<file path="config.mk">
export PLATFORM = sky130hd
export DESIGN_NAME = uc_seq
export DESIGN_NICKNAME = d
export VERILOG_FILES = /design/src/rtl/uc_seq.sv
export SDC_FILE = /design/constraint.sdc
export NUM_CORES = 1
export LEC_CHECK = 0
export CORE_MARGIN = 1
export CORE_UTILIZATION = 55
export CTS_CLUSTER_DIAMETER = 30
export DETAILED_ROUTE_END_ITERATION = 6
export DONT_BUFFER_PORTS = 1
export PLACE_DENSITY = 0.7
export SLEW_MARGIN = 15
export SYNTH_ARGS = -nofsm -noshare
export SYNTH_HDL_FRONTEND = slang
export SYNTH_SLANG_ARGS = --single-unit
export TNS_END_PERCENT = 20
</file>
<file path="constraint.sdc">
create_clock -name clk -period 2.28 [get_ports clk]
set_input_delay 0.456 -clock clk [delete_from_list [all_inputs] [get_ports clk]]
set_output_delay 0.456 -clock clk [all_outputs]
set_load 0.03 [all_outputs]
</file>
<file path="src/rtl/uc_seq.sv">
// uc_seq: sequenced control unit with I/O handshake, return-address stack tracking and sticky fault capture.
module uc_seq #(
  parameter int STACK_DEPTH = 8,
  parameter int IO_TIMEOUT = 16
) (
  input  logic                                 clk,
  input  logic                                 reset,
  input  logic [5:0]                           opcode,
  input  logic                                 z,
  input  logic                                 io_ack,
  output logic                                 s_inc,
  output logic                                 we3,
  output logic                                 wez,
  output logic                                 we_stack,
  output logic                                 s_jret,
  output logic                                 we_port,
  output logic [2:0]                           op_alu,
  output logic [1:0]                           sel_inputs,
  output logic                                 pc_en,
  output logic                                 io_req,
  output logic [$clog2(STACK_DEPTH+1)-1:0]     sp,
  output logic                                 fault,
  output logic [1:0]                           fault_code
);
  localparam int SPW = $clog2(STACK_DEPTH + 1);
  typedef enum logic [1:0] {S_EXEC, S_IO, S_FAULT} state_t;
  state_t state, state_nx;
  logic [7:0] cnt, cnt_nx;
  logic [SPW-1:0] sp_nx;
  logic [1:0] code_nx;
  logic arith, ldi, jcc, jmp, op_in, op_out, jal, ret, full, empty;
  assign arith  = ~opcode[5];
  assign ldi    = opcode[5:2] == 4'b1000;
  assign jcc    = opcode[5:1] == 5'b10010;
  assign jmp    = opcode == 6'b100110;
  assign op_in  = opcode == 6'b100111;
  assign op_out = opcode == 6'b101000;
  assign jal    = opcode == 6'b101001;
  assign ret    = opcode == 6'b101010;
  assign full   = sp == SPW'(STACK_DEPTH);
  assign empty  = sp == '0;
  assign op_alu = opcode[4:2];
  always_comb begin
    s_inc = 1'b0;
    we3 = 1'b0;
    wez = 1'b0;
    we_stack = 1'b0;
    s_jret = 1'b0;
    we_port = 1'b0;
    sel_inputs = 2'b00;
    pc_en = 1'b0;
    io_req = 1'b0;
    state_nx = state;
    cnt_nx = cnt;
    sp_nx = sp;
    code_nx = fault_code;
    if (state == S_EXEC) begin
      if (arith) begin
        s_inc = 1'b1;
        we3 = 1'b1;
        wez = 1'b1;
        pc_en = 1'b1;
      end else if (ldi) begin
        s_inc = 1'b1;
        sel_inputs = 2'b11;
        we3 = 1'b1;
        pc_en = 1'b1;
      end else if (jcc) begin
        s_inc = z == opcode[0];
        pc_en = 1'b1;
      end else if (jmp) begin
        pc_en = 1'b1;
      end else if (op_in | op_out) begin
        state_nx = S_IO;
        cnt_nx = '0;
      end else if (jal & ~full) begin
        we_stack = 1'b1;
        pc_en = 1'b1;
        sp_nx = sp + SPW'(1);
      end else if (ret & ~empty) begin
        we_stack = 1'b1;
        s_jret = 1'b1;
        pc_en = 1'b1;
        sp_nx = sp - SPW'(1);
      end else begin
        state_nx = S_FAULT;
        code_nx = (jal | ret) ? 2'b10 : 2'b01;
      end
    end else if (state == S_IO) begin
      io_req = 1'b1;
      if (io_ack) begin
        we3 = op_in;
        sel_inputs = op_in ? 2'b01 : 2'b00;
        we_port = ~op_in;
        s_inc = 1'b1;
        pc_en = 1'b1;
        state_nx = S_EXEC;
      end else if (cnt == 8'(IO_TIMEOUT - 1)) begin
        state_nx = S_FAULT;
        code_nx = 2'b11;
      end else begin
        cnt_nx = cnt + 8'd1;
      end
    end
    // reset gates every strobe combinationally so a pending transfer dies at once
    if (!reset) begin
      s_inc = 1'b0;
      we3 = 1'b0;
      wez = 1'b0;
      we_stack = 1'b0;
      s_jret = 1'b0;
      we_port = 1'b0;
      sel_inputs = 2'b00;
      pc_en = 1'b0;
      io_req = 1'b0;
    end
  end
  always_ff @(posedge clk or negedge reset) begin
    if (!reset) begin
      state <= S_EXEC;
      cnt <= '0;
      sp <= '0;
      fault <= 1'b0;
      fault_code <= 2'b00;
    end else begin
      state <= state_nx;
      cnt <= cnt_nx;
      sp <= sp_nx;
      fault <= state_nx == S_FAULT;
      fault_code <= code_nx;
    end
  end
endmodule

</file>
==> flow_summary.json <==
{
  "fin_skew_ns": 0.00928,
  "synth_enable_flop_cells": 0,
  "top_layer": "met4",
  "tightestPinTransition_ns": 0.714,
  "grt_max_degree": 18,
  "synth-seq-cells": 17,
  "cpMaxStageDelayCell": "dfrtp_1",
  "ir_worst_vdd_mv": 0.516,
  "die_area_um2": 2320,
  "worstSetupEndpointType": "output port",
  "slew_headroom_pct": 52.2,
  "yosysWarnings": 0,
  "yosysMostFrequentCell": "nor2_1",
  "vias": 982,
  "ios": 30,
  "wl_met3_um": 124,
  "rr_worst_depth": 5,
  "finalWirelength_um": 2410,
  "yosysTopAreaCell": "dfrtp_1",
  "synthAdderAreaFrac_pct": 4.92,
  "synth_cells": 132,
  "wl_per_cell_um": 13.6,
  "cp.required_ns": 1.82,
  "synthXorXnorAreaFrac_pct": 8.98,
  "grt_usage_pct": 22.3,
  "clk_latency_ns": 0.29,
  "grt_pass1_vias": 835,
  "start_util_pct": 59.0,
  "synth_top_area_share_pct": 36.4,
  "cp.depth": 4,
  "grt_overflow": 0,
  "cts_setup_buffers": 0,
  "gp_congestion": 0.877,
  "rows": 16,
  "final_max_slew_viol_count": 0,
  "crit_fanout": 10,
  "path_clk_slew_ns": 0.10,
  "first_pass_iters": 4,
  "dpl.hpwl_um": 1890,
  "finalCriticalPeriod_ns": 2.15,
  "syn_avg_cell_area_um2": 8.86,
  "setup.worst_path.start_class": "register",
  "synth_top_family_by_area": "simple AND/OR/NAND/NOR gates",
  "synth-compound-area-share_pct": 15.5,
  "cap_viol_max_count": 0,
  "portBuffers": 0,
  "fin_crit_sh_pct": 94.1,
  "core_um2": 1980,
  "leakage_uw": 0.000596,
  "async_flop_share_pct": 100,
  "via_per_inst": 5.55,
  "postRouteAntennaNets": 0,
  "fp.dieH_um": 48.1,
  "nNetsFinal": 165,
  "powerDensity_nw_per_um2": 450,
  "min_path_type": "primary input to register",
  "antenna_found_initial": 0,
  "total_power_uw": 612,
  "cp_cell_sequence": "nor2_1 -> nand3_1 -> a2111oi_2 -> buf_4",
  "cts_sinks": 17,
  "synthMuxAreaShare_pct": 1.93,
  "hold_path_depth": 2,
  "diodes": 0,
  "drt-met1-wl_um": 1090,
  "syn_area_um2": 1170,
  "synth_cell_type_count": 43,
  "synth-seq-area-share_pct": 36.4,
  "synth_area_leaders": "dfrtp_1, nor2_1, xnor2_1",
  "drive_gt1_share_pct": 21.3,
  "clock.fmax_ghz": 0.466,
  "place_worst_setup_slack_ns": 0.0330,
  "numCtsBuffers": 3,
  "area_delta_synth_final_pct": 16.4,
  "hold_slack_ns": 0.371,
  "cts_tree": "yes",
  "crit_type": "register to output port",
  "cp_top_family": "flip-flops",
  "grt_pass1_wl_um": 3420,
  "die_w_um": 48.1,
  "clock_path_buffers": 2,
  "hold_violations": 0,
  "synth_ff_type": "dfrtp_1",
  "path_buf_inv": 1,
  "synth_simple_gate_area_share_pct": 27.4,
  "worstPathArrival_ns": 1.69,
  "grt_setup_unrepaired": "false",
  "root_buffer": "clkbuf_4",
  "setup_ws_ns": 0.134,
  "syn_nets": 146,
  "yosys-top-cells-count": "nor2_1, dfrtp_1, nand2_1",
  "max_stage_delay_ns": 0.49,
  "finalSetupViolCount": 0,
  "cts_max_level": 1,
  "first_iter_violations": 15,
  "setup_tns_ns": 0,
  "r2r_setup_slack_ns": 0.28,
  "routed-wl-met2_um": 1180,
  "status": "complete, no violations",
  "drc": 0
}
-- what timing repair did --
| action | CTS | global route |
|---|---|---|
| resized for setup | 1 | 1 |
| endpoints found under the setup margin | 1 | 1 |
| cloned | 0 | 0 |
| endpoints found under the hold margin | 17 | 0 |
| hold buffers | 1 | 0 |
-- final timing paths --
check	from	to
min reg2reg	cnt[3]	cnt[3]
max in group asynchronous	reset	fault
max reg2reg	state[0]	cnt[7]
min	opcode[5]	fault_code[1]
min in group asynchronous	reset	cnt[1]
max	state[0]	s_jret
-- flip-flops by register name (all words and copies together), names as in the netlist --
name,count
sp,4
cnt,8
state,2
fault,1
fault_code,2
-- cell usage in the layout (no fill, tap or decap), types with 3 or more instances in the layout --
| cell | instances |
|---|---|
| nand2b_1 | 4 |
| nor3_1 | 5 |
| xnor2_1 | 6 |
| nand2_1 | 13 |
| nand3_1 | 4 |
| nor2_1 | 18 |
| a31oi_1 | 3 |
| clkbuf_4 | 3 |
| xor2_1 | 6 |
| buf_4 | 19 |
| inv_1 | 4 |
| a21oi_1 | 5 |
| ha_1 | 3 |
| dfrtp_1 | 17 |
| o21ai_0 | 4 |
-- power breakdown --
part	leakage (uW)	internal, uW	switching (uW)
combinational	0.000360	44.8	47.8
sequential	0.000222	321	36.3
clock	0.0000139	66.8	95.6
total	0.000596	432	180
-- final cells by class --
type	count	area, um^2
Clock buffer	3	22.5
Fill cell	157	621
Inverter	4	15.0
Sequential cell	17	425
Clock inverter	1	7.51
Multi-Input combinational cell	105	704
Timing Repair Buffer	20	153
Tap cell	27	33.8
-- layer usage --
| layer | up-vias | GRT usage, % |
|---|---|---|
| li1 | 504 | - |
| met1 | 451 | 27.4 |
| met2 | 25 | 37.0 |
| met3 | 2 | 6.67 |
| met4 | 0 | 8.33 |
| met5 | - | 0 |
-- stage by stage --
step	instance area, um^2	cells	utilization (%)
after floorplan	1180	132	-
after global placement	1310	172	66.1
after detailed placement	1310	172	66.1
after CTS	1360	177	68.4
after global routing	1360	177	68.7
final	1360	177	68.7
-- cell families after synthesis --
logic type      Yosys count
fa+ha+maj                 4
flops                    17
buf+inv                  10
mux                       2
simple gates             62
xor+xnor                 12
compound gates           25
Note: power is estimated with default switching activity, not from simulation.
